$ cat src/rtl/lut_const_div_8bit.sv
// Divides a 16-bit dividend by a constant using a 16-entry multiple LUT, two radix-16 digits.
// Define LUT_DIV_OVF_CHECK_EN to enable quotient-overflow detection and forcing.
module lut_const_div_8bit #(
    parameter int unsigned A_const = 2
) (
    input  logic        clk,
    input  logic        rst_n,
    input  logic        in_valid,
    output logic        in_ready,
    input  logic [15:0] C,
    output logic        out_valid,
    input  logic        out_ready,
    output logic [7:0]  X,
    output logic [7:0]  R,
    output logic        ovf
);

    typedef enum logic [1:0] {StIdle, StHi, StLo, StDone} state_e;

    state_e      state_q, state_d;
    logic [15:0] p_q;
    logic [7:0]  x_q;
    logic        ovf_q;
    logic [15:0] lut [16];
    logic [3:0]  dig_hi, dig_lo;

    // Constant multiples d*A_const; max 15*255 fits in 12 bits, so <<4 stays within 16 bits.
    for (genvar d = 0; d < 16; d++) begin : g_lut
        assign lut[d] = 16'(d * A_const);
    end

    // Multiples are monotonic in d, so the last passing compare is the largest digit.
    always_comb begin
        dig_hi = '0;
        dig_lo = '0;
        for (int d = 1; d < 16; d++) begin
            if ({lut[d][11:0], 4'h0} <= p_q) dig_hi = 4'(d);
            if (lut[d] <= p_q)               dig_lo = 4'(d);
        end
    end

    always_ff @(posedge clk) begin
        if (!rst_n) state_q <= StIdle;
        else        state_q <= state_d;
    end

    always_comb begin
        state_d = state_q;
        unique case (state_q)
            StIdle:  if (in_valid) state_d = StHi;
            StHi:    state_d = StLo;
            StLo:    state_d = StDone;
            StDone:  if (out_ready) state_d = StIdle;
            default: state_d = StIdle;
        endcase
    end

    always_ff @(posedge clk) begin
        if (!rst_n) begin
            p_q <= '0;
            x_q <= '0;
        end else begin
            unique case (state_q)
                StIdle: if (in_valid) p_q <= C;
                StHi: begin
                    x_q[7:4] <= dig_hi;
                    p_q      <= p_q - {lut[dig_hi][11:0], 4'h0};
                end
                StLo: begin
                    x_q[3:0] <= dig_lo;
                    p_q      <= p_q - lut[dig_lo];
                end
                default: ;
            endcase
        end
    end

`ifdef LUT_DIV_OVF_CHECK_EN
    localparam logic [15:0] OvfLimit = 16'(A_const * 256);

    always_ff @(posedge clk) begin
        if (!rst_n)                             ovf_q <= 1'b0;
        else if (state_q == StIdle && in_valid) ovf_q <= (C >= OvfLimit);
    end
`else
    assign ovf_q = 1'b0;
`endif

    always_comb begin
        in_ready  = (state_q == StIdle);
        out_valid = (state_q == StDone);
        X         = x_q;
        R         = p_q[7:0];
        ovf       = 1'b0;
        if (state_q == StDone && ovf_q) begin
            X   = 8'hFF;
            R   = 8'h00;
            ovf = 1'b1;
        end
    end

endmodule

$ cat config.mk
export PLATFORM = sky130hd
export DESIGN_NAME = lut_const_div_8bit
export DESIGN_NICKNAME = d
export VERILOG_FILES = /design/src/rtl/lut_const_div_8bit.sv
export SDC_FILE = /design/constraint.sdc
export NUM_CORES = 1
export LEC_CHECK = 0
export CAP_MARGIN = 25
export CORE_MARGIN = 2
export CORE_UTILIZATION = 55
export DETAILED_ROUTE_END_ITERATION = 8
export PLACE_DENSITY = 0.85
export SYNTH_ARGS = -nofsm -noshare
export SYNTH_HDL_FRONTEND = slang
export SYNTH_SLANG_ARGS = --single-unit
$ cat constraint.sdc
create_clock -name clk -period 9.5 [get_ports clk]
set_clock_uncertainty 0.2 [all_clocks]
set_input_delay 1.425 -clock clk [delete_from_list [all_inputs] [get_ports clk]]
set_output_delay 1.425 -clock clk [all_outputs]
set_load 0.01 [all_outputs]
==> metrics.md, run 1 <==
| Metric | Value |
|---|---|
| Worst hold path stage count | `2` |
| Post-synth ARST share | `0%` |
| Die area | `0.00428 sq mm` |
| Static leakage | `0.906 nW` |
| CTS Hold Bufs | `0` |
| Pwr dens | `362 mW/mm^2` |
| Crit. End Element | `flip-flop` |
| Chip height | `65.5 um` |
| Crit path time final | `3.71 ns` |
| Largest net degree at the start of global routing | `32` |
| Maxcap violations | `0` |
| P&R area growth vs syn | `17.8%` |
| M3 GR Usage | `3.77%` |
| Routed wire length per instance | `15.7 um` |
| Status | `finished clean` |
| Grt peak-use layer | `met2` |
| GRT overflow | `0` |
| Cell area after synthesis | `0.00208 sq mm` |
| H-tree depth | `1` |
| #FFs+latches synth | `26` |
| Die W | `65.5 um` |
| Max_slew headroom | `38.1%` |
| Yosys warns | `0` |
| Worst Tran Pin Value | `0.929 ns` |
| CTS root buf | `clkbuf_8` |
| Slowest stage delay, CP | `0.61 ns` |
| Worst flop-to-flop path endpoint | `p_q[10]` |
| DRT antenna net count | `0` |
| Register area share after synthesis | `25.1%` |
| Initial DRC count | `204` |
| Post_cts resized | `0` |
| HPWL after DPL | `3.66 mm` |
| Arr. time, crit path | `3.66 ns` |
| Vias after detailed routing | `2129` |
| Vias in the first global route | `1798` |
| Setup TNS Final | `0 ns` |
| CP startpoint kind | `flip-flop` |
| Hold endpoint | `X[7]` |
| Setup Crit Path Kind | `reg -> reg` |
| Largest delay share family, worst path | `simple AND/OR/NAND/NOR gates` |
| Site row count | `22` |
| Reg2reg start | `p_q[11]` |
| Floorplan Core Area | `0.00363 sq mm` |
| Final period utilization | `39.0%` |
| Worst endpoint required time | `9.45 ns` |
| Leading cell types by count after synthesis | `nor2_1 (35), dfxtp_1 (26), o21ai_0 (19)` |
| Max Fclk | `270 MHz` |
| Syn_nets | `304` |
| Synth Flop Type | `dfxtp_1` |
| DRC | `0` |
| # clock sinks | `26` |
| Most common cell in the netlist | `nor2_1` |
| M2 GR Usage | `39.4%` |
| Slowest cell on crit path | `nor4_1` |
| Hold path startpoint | `X[7]` |
| Tot GR Track Use | `25.1%` |
| VDD IR max | `313 uV` |
| Reg clk slew, reported paths | `0.10 ns` |
| Crit-path cells | `nor4_1 -> nand3_1 -> or2_1 -> nor2_1 -> ha_1 -> nor2b_1 -> o31a_1 -> nor4_2 -> o221a_2 -> o22ai_1` |
| R2r setup slk | `5.79 ns` |
| Hold WS | `0.285 ns` |
| Initial Util | `57.2%` |
| EDFF count, synth | `0` |
| Final Wtd Congestion | `0.891` |
| Io pins | `39` |
| Layout net count | `320` |
| Clock tree from TritonCTS | `built` |
| Synth Area per Inst | `7.69 sq um` |
| Diodes inserted | `0` |
| Crit path max fanout | `7` |
| Number of port buffers | `37` |
| Clk buf depth | `2` |
| Synth area leader | `dfxtp_1` |
| Final Core Density | `67.3%` |
| RSZ-0062 raised after global routing | `no` |
| Met1 Track Usage GR | `34.8%` |
| WP buf/inv | `0` |
| First-pass GRT wire length | `8.45 mm` |
| Fin. Hold Viols | `0` |
| Share of cells above drive strength 1 | `4.56%` |
| Final WL | `5.23 mm` |
| Count of cell types in the netlist | `59` |
| Pins Over Slew Limit | `0` |
| Setup Buffers After CTS | `0` |
| Min-delay worst type | `reg -> reg` |
| TritonCTS buffer count | `3` |
| Initial antenna violation count | `0` |
| Synth Instances | `270` |
| Fillers | `321` |
| Synth top area share | `25.1%` |
| Final setup viols | `0` |
| Largest cells by area after synthesis | `dfxtp_1 (25%), ha_1 (7.2%), nor2_1 (6.3%), o21ai_0 (4.6%), a21oi_1 (3.6%)` |
| R2R depth | `10` |
| Worst-Skew Late Latency | `0.28 ns` |
| Vias/cell | `6.39` |
| Pre-Repair DR Iteration Count | `5` |
[worst max-delay path by stage]
stage	cells after the start	startpoint	slack (ns)	end
after floorplan	10	p_q[11]	6.47	p_q[13]
after global placement	6	in_valid	5.83	p_q[6]
after detailed placement	6	in_valid	5.74	p_q[6]
after CTS	10	p_q[11]	5.91	p_q[10]
after global routing	13	p_q[11]	5.63	p_q[5]
final	10	p_q[11]	5.79	p_q[10]
[power breakdown]
| part | switching (mW) | internal (mW) | total [mW] |
|---|---|---|---|
| Sequential | 0.0507 | 0.155 | 0.206 |
| Clock | 0.0384 | 0.0565 | 0.0949 |
| Combinational | 0.333 | 0.253 | 0.585 |
[cells by family (layout without fill, tap and decap cells)]
logic type      count (synthesis)  after routing  synth area share (%)
compound gates                 87             87                  30.4
buf+inv                        41             56                  9.10
simple gates                   96             96                  24.0
flops                          26             26                  25.1
fa+ha+maj                      14             14                  9.16
xor+xnor                        5              5                  2.11
other cells                     1              1                 0.181
[per-stage QoR]
stage / setup slack (ns) / std cells / area [sq um] / total power, mW
after floorplan: 6.47 / 270 / 2080 / 0.637
after global placement: 5.83 / 329 / 2370 / 0.760
after detailed placement: 5.74 / 329 / 2370 / 0.777
after CTS: 5.91 / 333 / 2450 / 0.873
after global routing: 5.63 / 333 / 2450 / 0.958
final: 5.79 / 333 / 2450 / 0.886
[sequential cells by signal, summed over array words and instances, names as in the netlist]
name	count
X	8
p_q	16
state_q	2
[layout make-up]
cell class	instances	area (sq um)	area share (%)
Clock buffer	3	41.3	1.69
Timing Repair Buffer	37	370	15.1
Tap cell	48	60.1	2.46
Inverter	15	56.3	2.30
Multi-Input combinational cell	203	1370	55.9
Clock inverter	1	30.0	1.23
Sequential cell	26	520	21.3
[cells in the final DEF, fill, tap and decap left out, types with 4 or more instances in the layout]
cell type,netlist,final
nand2b_1,6,6
a221oi_1,4,4
nor2_1,35,35
nand3_1,4,4
nor4_1,5,5
a211oi_1,9,9
nor3_1,4,4
xnor2_1,4,4
o22ai_1,5,5
o21ai_0,19,19
dfxtp_1,26,26
a21oi_1,15,15
ha_1,12,12
clkdlybuf4s50_1,0,37
inv_1,15,15
nor2b_1,4,4
or3_1,8,8
nand2_1,13,13
[layer usage]
layer / routed length (um) / vias up
met2: 2400 / 127
met1: 2250 / 975
met4: 107 / 0
li1: - / 1014
met5: 0 / -
met3: 475 / 13
[worst min-delay path, delay by kind of cell (launching register included)]
kind	cells	cell delay [ns]
compound gates	1	0.05
flops	1	0.32
simple gates	1	0.08
No activity file was read; power rests on OpenSTA's default activity.
==> run 2, diff against run 1 <==
--- a/config.mk
+++ b/config.mk
@@ -7,9 +7,9 @@
 export LEC_CHECK = 0
 export CAP_MARGIN = 25
 export CORE_MARGIN = 2
-export CORE_UTILIZATION = 55
+export CORE_UTILIZATION = 47
 export DETAILED_ROUTE_END_ITERATION = 8
-export PLACE_DENSITY = 0.85
+export PLACE_DENSITY = 0.77
 export SYNTH_ARGS = -nofsm -noshare
 export SYNTH_HDL_FRONTEND = slang
 export SYNTH_SLANG_ARGS = --single-unit
==> constraint.sdc (replaced) <==
create_clock -name clk -period 3.4 [get_ports clk]
set_clock_uncertainty 0.2 [all_clocks]
set_input_delay 0.51 -clock clk [delete_from_list [all_inputs] [get_ports clk]]
set_output_delay 0.51 -clock clk [all_outputs]
set_load 0.01 [all_outputs]
==> run 2 against run 1 <==
Net effect:
- die area up 16%
- largest cell class unchanged
- register-to-register slack got worse by 5.6 ns
- sequential cell count stayed put
- global-route usage down 2.5 points
- critical path depth up 2
- highest routed layer unchanged
- cell area up 4.3%
- first-iteration DRC count decreased by 35%
- sequential share of layout area is 0.88 points lower
- critical path type unchanged
==> metrics.md, run 2 (synthesis results as in run 1) <==
| Metric | Value |
|---|---|
| CP startpoint kind | `flip-flop (unchanged)` |
| WP buf/inv | `2 (was 0)` |
| Crit path max fanout | `7 (unchanged)` |
| Slowest cell on crit path | `or4_4 (was nor4_1)` |
| Initial antenna violation count | `0 (unchanged)` |
| Reg clk slew, reported paths | `0.10 ns (about the same)` |
| R2R depth | `12 (was 10)` |
| Site row count | `24 (was 22)` |
| Most frequent cells in the layout | `clkdlybuf4s50_1 (37), nor2_1 (35), dfxtp_1 (26) (unchanged)` |
| VDD IR max | `459 uV (was 313 uV)` |
| Pwr dens | `1010 mW/mm^2 (was 362 mW/mm^2)` |
| Hold endpoint | `p_q[0] (was X[7])` |
| First-pass GRT wire length | `9.12 mm (was 8.45 mm)` |
| Routed wire length per instance | `15.4 um (was 15.7 um)` |
| Final Wtd Congestion | `0.890 (was 0.891)` |
| Largest delay share family, worst path | `simple AND/OR/NAND/NOR gates (unchanged)` |
| Crit path time final | `3.17 ns (was 3.71 ns)` |
| Worst endpoint required time | `3.37 ns (was 9.45 ns)` |
| Vias/cell | `5.97 (was 6.39)` |
| Fin. Hold Viols | `0 (unchanged)` |
| HPWL after DPL | `4.04 mm (was 3.66 mm)` |
| Tot GR Track Use | `22.6% (was 25.1%)` |
| Commonest non-fill, non-tap cell in the layout | `clkdlybuf4s50_1 (unchanged)` |
| Top reg by flops | `p_q (unchanged)` |
| Die area | `0.00497 sq mm (was 0.00428 sq mm)` |
| Share of cells above drive strength 1 | `9.09% (was 4.56%)` |
| Worst hold path stage count | `2 (unchanged)` |
| CTS root buf | `clkbuf_8 (unchanged)` |
| Pins Over Slew Limit | `0 (unchanged)` |
| H-tree depth | `1 (unchanged)` |
| CTS Hold Bufs | `0 (unchanged)` |
| # clock sinks | `26 (unchanged)` |
| Vias after detailed routing | `2082 (was 2129)` |
| Placed cell areas | `0.00247 sq mm (was 0.00237 sq mm)` |
| Fillers | `409 (was 321)` |
| Layout net count | `332 (was 320)` |
| Chip height | `70.5 um (was 65.5 um)` |
| Number of port buffers | `37 (unchanged)` |
| TritonCTS buffer count | `3 (unchanged)` |
| R2r setup slk | `0.23 ns (was 5.79 ns)` |
| P&R area growth vs syn | `22.8% (was 17.8%)` |
| Worst flop-to-flop path endpoint | `p_q[5] (was p_q[10])` |
| Final WL | `5.39 mm (was 5.23 mm)` |
| Largest net degree at the start of global routing | `26 (was 32)` |
| Post-route design area | `0.00255 sq mm (was 0.00245 sq mm)` |
| GRT overflow | `0 (unchanged)` |
| Crit-path cells | `or4_4 -> or2_4 -> nor2_1 -> inv_1 -> ha_1 -> inv_1 -> fa_1 -> a21o_1 -> a21oi_1 -> xnor2_1 -> a221oi_1 -> a2111oi_1 (was nor4_1 -> nand3_1 -> or2_1 -> nor2_1 -> ha_1 -> nor2b_1 -> o31a_1 -> nor4_2 -> o221a_2 -> o22ai_1)` |
| Max Fclk | `316 MHz (was 270 MHz)` |
| Setup TNS Final | `0 ns (unchanged)` |
| Slowest stage delay, CP | `0.59 ns (was 0.61 ns)` |
| DRC | `0 (unchanged)` |
| Reg2reg start | `p_q[6] (was p_q[11])` |
| Number of flip-flops in the largest register | `16 (unchanged)` |
| Final setup viols | `0 (unchanged)` |
| Pre-Repair DR Iteration Count | `4 (was 5)` |
| Clk buf depth | `2 (unchanged)` |
| Max_slew headroom | `41.1% (was 38.1%)` |
| Initial Util | `48.4% (was 57.2%)` |
| Initial DRC count | `132 (was 204)` |
| Vias in the first global route | `1942 (was 1798)` |
| Worst Tran Pin Value | `0.883 ns (was 0.929 ns)` |
| Critical Path Most Common Cell | `inv_1` |
| Post_cts resized | `0 (unchanged)` |
| Final Non-Filler Cells | `349 (was 333)` |
| Floorplan Core Area | `0.00429 sq mm (was 0.00363 sq mm)` |
| Cells after DPL | `345 (was 329)` |
| Crit. End Element | `flip-flop (unchanged)` |
| Setup Buffers After CTS | `0 (unchanged)` |
| Final Core Density | `59.4% (was 67.3%)` |
| Clock tree from TritonCTS | `built (unchanged)` |
| Die W | `70.5 um (was 65.5 um)` |
| Status | `finished clean (unchanged)` |
| Arr. time, crit path | `3.14 ns (was 3.66 ns)` |
| Diodes inserted | `0 (unchanged)` |
| Static leakage | `0.970 nW (was 0.906 nW)` |
| DRT antenna net count | `0 (unchanged)` |
| Hold WS | `0.282 ns (was 0.285 ns)` |
| Final period utilization | `93.1% (was 39.0%)` |
| Worst-Skew Late Latency | `0.28 ns (about the same)` |
| Io pins | `39 (unchanged)` |
| Hold path startpoint | `p_q[0] (was X[7])` |
| Setup Crit Path Kind | `reg -> reg (unchanged)` |
| Maxcap violations | `0 (unchanged)` |
| Min-delay worst type | `reg -> reg (unchanged)` |
| RSZ-0062 raised after global routing | `no (unchanged)` |
run 2: worst min-delay path, stage by stage, from the launching register on:
cell     delay (ns)
dfxtp_1        0.32
o21ai_0        0.06
a21oi_1        0.06
run 2: cell type report:
type	instances	area, sq um	share of cell area [%]
inverter	15	56.3	2.21
tap	52	65.1	2.55
clock inverter	1	30.0	1.18
sequential	26	520	20.4
clock buffer	3	41.3	1.62
multi-input combinational	203	1380	54.0
timing repair buffer	49	460	18.0
run 2: worst max path at each step:
stage / cells past startpoint / endpoint / slack, ns / from
global placement: 12 / p_q[5] / 0.28 / p_q[6]
detailed placement: 13 / p_q[5] / 0.18 / p_q[11]
CTS: 13 / p_q[5] / 0.13 / p_q[11]
finish: 12 / p_q[5] / 0.23 / p_q[6]
floorplan: 10 / p_q[13] / 0.37 / p_q[11]
global route: 12 / p_q[5] / 0.01 / p_q[6]
run 2: layer usage:
layer	up-vias	share of wire (%)	track usage (%)
li1	1037	-	-
met1	939	46	31.3
met2	96	46	35.0
met3	10	7.0	3.75
met4	0	1.4	8.33
met5	-	0	0
run 2: power by group:
part           total [mW]  switching [mW]  leakage (nW)  internal, mW
Combinational        1.74           0.965         0.719         0.778
Clock               0.267           0.109        0.0357         0.158
Sequential          0.555           0.122         0.215         0.433
run 2: stage by stage:
stage          setup WS [ns]  total power, mW
2_1_floorplan          0.374             1.78
3_3_place_gp           0.276             2.25
3_5_place_dp           0.183             2.27
4_1_cts                0.129             2.54
5_1_grt               0.0106             2.78
6_report               0.234             2.57
==> run 3, diff against run 2 <==
--- a/config.mk
+++ b/config.mk
@@ -9,7 +9,9 @@
 export CORE_MARGIN = 2
 export CORE_UTILIZATION = 47
 export DETAILED_ROUTE_END_ITERATION = 8
+export GPL_TIMING_DRIVEN = 0
 export PLACE_DENSITY = 0.77
+export SLEW_MARGIN = 20
 export SYNTH_ARGS = -nofsm -noshare
 export SYNTH_HDL_FRONTEND = slang
 export SYNTH_SLANG_ARGS = --single-unit
==> run 3 against run 2 <==
Net effect:
- total power hardly changed
- sequential power increased by 5.8%
- combinational power rose by 3%
- via count up 5.1%
==> metrics.md, run 3 (synthesis results as in run 1) <==
| Metric | Value |
|---|---|
| Worst Tran Pin Value | `0.708 ns (was 0.883 ns)` |
| VDD IR max | `394 uV (was 459 uV)` |
| Largest net degree at the start of global routing | `14 (was 26)` |
| Most frequent cells in the layout | `clkdlybuf4s50_1 (36), nor2_1 (35), dfxtp_1 (25) (was clkdlybuf4s50_1 (37), nor2_1 (35), dfxtp_1 (26))` |
| DRT antenna net count | `0 (unchanged)` |
| Vias after detailed routing | `2189 (was 2082)` |
| Final Non-Filler Cells | `359 (was 349)` |
| P&R area growth vs syn | `23.9% (was 22.8%)` |
| Number of port buffers | `36 (was 37)` |
| Sw Share | `49.4% (was 46.6%)` |
| Fin. Hold Viols | `0 (unchanged)` |
| Hold path startpoint | `X[2] (was p_q[0])` |
| Initial antenna violation count | `0 (unchanged)` |
| Vias in the first global route | `2070 (was 1942)` |
| Worst endpoint required time | `3.36 ns (was 3.37 ns)` |
| DRC | `0 (unchanged)` |
| Hold WS | `0.286 ns (was 0.282 ns)` |
| Reg power frac | `22.9% (was 21.6%)` |
| Max_slew headroom | `52.6% (was 41.1%)` |
| Clk buf depth | `2 (unchanged)` |
| CP startpoint kind | `flip-flop (unchanged)` |
| Multi-input logic area | `0.00140 sq mm (was 0.00138 sq mm)` |
| Chip height | `70.5 um (unchanged)` |
| Routed wire length per instance | `16.4 um (was 15.4 um)` |
| P_sw | `1.27 mW (was 1.20 mW)` |
| Pins Over Slew Limit | `0 (unchanged)` |
| GRT overflow | `0 (unchanged)` |
| Reg2reg start | `p_q[8] (was p_q[6])` |
| Setup Crit Path Kind | `reg -> reg (unchanged)` |
| Min-delay worst type | `reg -> reg (unchanged)` |
| Slowest stage delay, CP | `0.60 ns (was 0.59 ns)` |
| Final WL | `5.89 mm (was 5.39 mm)` |
| Die W | `70.5 um (unchanged)` |
| Final Wtd Congestion | `0.975 (was 0.890)` |
| Critical Path Most Common Cell | `inv_1 (unchanged)` |
| Static leakage | `0.963 nW (was 0.970 nW)` |
| M3 GR Usage | `3.90% (was 3.75%)` |
| M2 GR Usage | `37.7% (was 35.0%)` |
| RSZ-0062 raised after global routing | `yes (was no)` |
| Arr. time, crit path | `3.30 ns (was 3.14 ns)` |
| WP buf/inv | `2 (unchanged)` |
| Vias/cell | `6.10 (was 5.97)` |
| H-tree depth | `1 (unchanged)` |
| TritonCTS buffer count | `3 (unchanged)` |
| Worst-Skew Late Latency | `0.28 ns (about the same)` |
| R2R depth | `12 (unchanged)` |
| CTS Hold Bufs | `0 (unchanged)` |
| Grt peak-use layer | `met2 (unchanged)` |
| Initial DRC count | `260 (was 132)` |
| Number of flip-flops in the largest register | `16 (unchanged)` |
| Crit path max fanout | `6 (was 7)` |
| Site row count | `24 (unchanged)` |
| Top reg by flops | `p_q (unchanged)` |
| Worst hold path stage count | `2 (unchanged)` |
| Clock tree from TritonCTS | `built (unchanged)` |
| Hold endpoint | `X[2] (was p_q[0])` |
| Pwr dens | `997 mW/mm^2 (was 1010 mW/mm^2)` |
| HPWL after DPL | `4.30 mm (was 4.04 mm)` |
| Worst flop-to-flop path endpoint | `p_q[5] (unchanged)` |
| Final Core Density | `59.9% (was 59.4%)` |
| Crit path time final | `3.34 ns (was 3.17 ns)` |
| Floorplan Core Area | `0.00429 sq mm (unchanged)` |
| Cell Int Power | `1.30 mW (was 1.37 mW)` |
| Diodes inserted | `0 (unchanged)` |
| Max Fclk | `300 MHz (was 316 MHz)` |
| Crit-path cells | `or4_4 -> or2_1 -> nor2_1 -> inv_1 -> ha_1 -> inv_1 -> fa_1 -> a21o_1 -> a21oi_2 -> xnor2_1 -> a221oi_1 -> a2111oi_0 (was or4_4 -> or2_4 -> nor2_1 -> inv_1 -> ha_1 -> inv_1 -> fa_1 -> a21o_1 -> a21oi_1 -> xnor2_1 -> a221oi_1 -> a2111oi_1)` |
| Largest delay share family, worst path | `simple AND/OR/NAND/NOR gates (unchanged)` |
| First-pass GRT wire length | `9.74 mm (was 9.12 mm)` |
| Final period utilization | `98.2% (was 93.1%)` |
| Crit. End Element | `flip-flop (unchanged)` |
| Cells after DPL | `358 (was 345)` |
| Final setup viols | `0 (unchanged)` |
| Tot GR Track Use | `24.2% (was 22.6%)` |
| Slowest cell on crit path | `or4_4 (unchanged)` |
| Io pins | `39 (unchanged)` |
| Layout net count | `343 (was 332)` |
| Share of cells above drive strength 1 | `8.79% (was 9.09%)` |
| Fillers | `389 (was 409)` |
| FF/Latch Area | `522 sq um (was 520 sq um)` |
| Pre-Repair DR Iteration Count | `5 (was 4)` |
| CTS root buf | `clkbuf_8 (unchanged)` |
| Initial Util | `48.4% (unchanged)` |
| Maxcap violations | `0 (unchanged)` |
| Reg clk slew, reported paths | `0.10 ns (about the same)` |
| Met1 Track Usage GR | `32.9% (was 31.3%)` |
| Commonest non-fill, non-tap cell in the layout | `clkdlybuf4s50_1 (unchanged)` |
| Die area | `0.00497 sq mm (unchanged)` |
| Status | `finished clean (unchanged)` |
| # clock sinks | `26 (unchanged)` |
| Comb pwr share | `69.8% (was 68.0%)` |
| R2r setup slk | `0.06 ns (was 0.23 ns)` |
| Clock Power Share | `7.3% (was 10.4%)` |
## run 3: repair_timing
| action | 4_1_cts | 5_1_grt |
|---|---|---|
| buffers inserted | 0 | 0 |
| resized for setup | 1 | 6 |
| pin swaps | 0 | 3 |
| endpoints found under the setup margin | 8 | 11 |
| endpoints found under the hold margin | 0 | 0 |
## run 3: power by group through the flow
| stage | Sequential [mW] | Clock, mW | Combinational, mW |
|---|---|---|---|
| 2_1_floorplan | 0.546 | 0 | 1.23 |
| 3_3_place_gp | 0.552 | 0 | 1.71 |
| 3_5_place_dp | 0.557 | 0 | 1.75 |
| 4_1_cts | 0.563 | 0.187 | 1.75 |
| 5_1_grt | 0.611 | 0.194 | 1.97 |
| 6_report | 0.587 | 0.186 | 1.79 |
## run 3: worst max path at each step
stage	startpoint	endpoint	slack (ns)	cells past startpoint
3_3_place_gp	p_q[11]	p_q[10]	-0.10	10
4_1_cts	p_q[11]	p_q[10]	-0.02	10
6_report	p_q[8]	p_q[5]	0.06	12
5_1_grt	p_q[11]	p_q[5]	-0.11	13
3_5_place_dp	p_q[11]	p_q[10]	-0.16	10
2_1_floorplan	p_q[11]	p_q[13]	0.37	10
## run 3: layout make-up
| class | count | share of cell area [%] |
|---|---|---|
| multi-input cells | 203 | 54.5 |
| plain buffers | 24 | 4.86 |
| inverters | 15 | 2.19 |
| repair buffers | 36 | 14.0 |
| clock buffers | 3 | 1.60 |
| flip-flops and latches | 26 | 20.3 |
| well taps | 52 | 2.53 |
## run 3: through the flow
step | setup TNS, ns | power [mW] | cell area, sq um | setup WS [ns]
after floorplan | 0 | 1.78 | 2080 | 0.374
after global placement | -0.175 | 2.27 | 2500 | -0.104
after detailed placement | -0.488 | 2.31 | 2500 | -0.164
after CTS | -0.0407 | 2.50 | 2550 | -0.0221
after global routing | -0.121 | 2.77 | 2570 | -0.112
final | 0 | 2.56 | 2570 | 0.0615
## run 3: worst register-to-register path: stages, from the launching register on
cell and delay [ns]:
dfxtp_1 0.38, or4_4 0.60, or2_1 0.31, nor2_1 0.15
inv_1 0.07, ha_1 0.20, inv_1 0.07, fa_1 0.20
a21o_1 0.24, a21oi_2 0.13, xnor2_1 0.18, a221oi_1 0.09
a2111oi_0 0.39
## run 3: per-layer routing
| layer | wire [um] | share of wire, % |
|---|---|---|
| met5 | 0 | 0 |
| met4 | 163 | 2.8 |
| met3 | 513 | 8.7 |
| met2 | 2660 | 45 |
| met1 | 2550 | 43 |
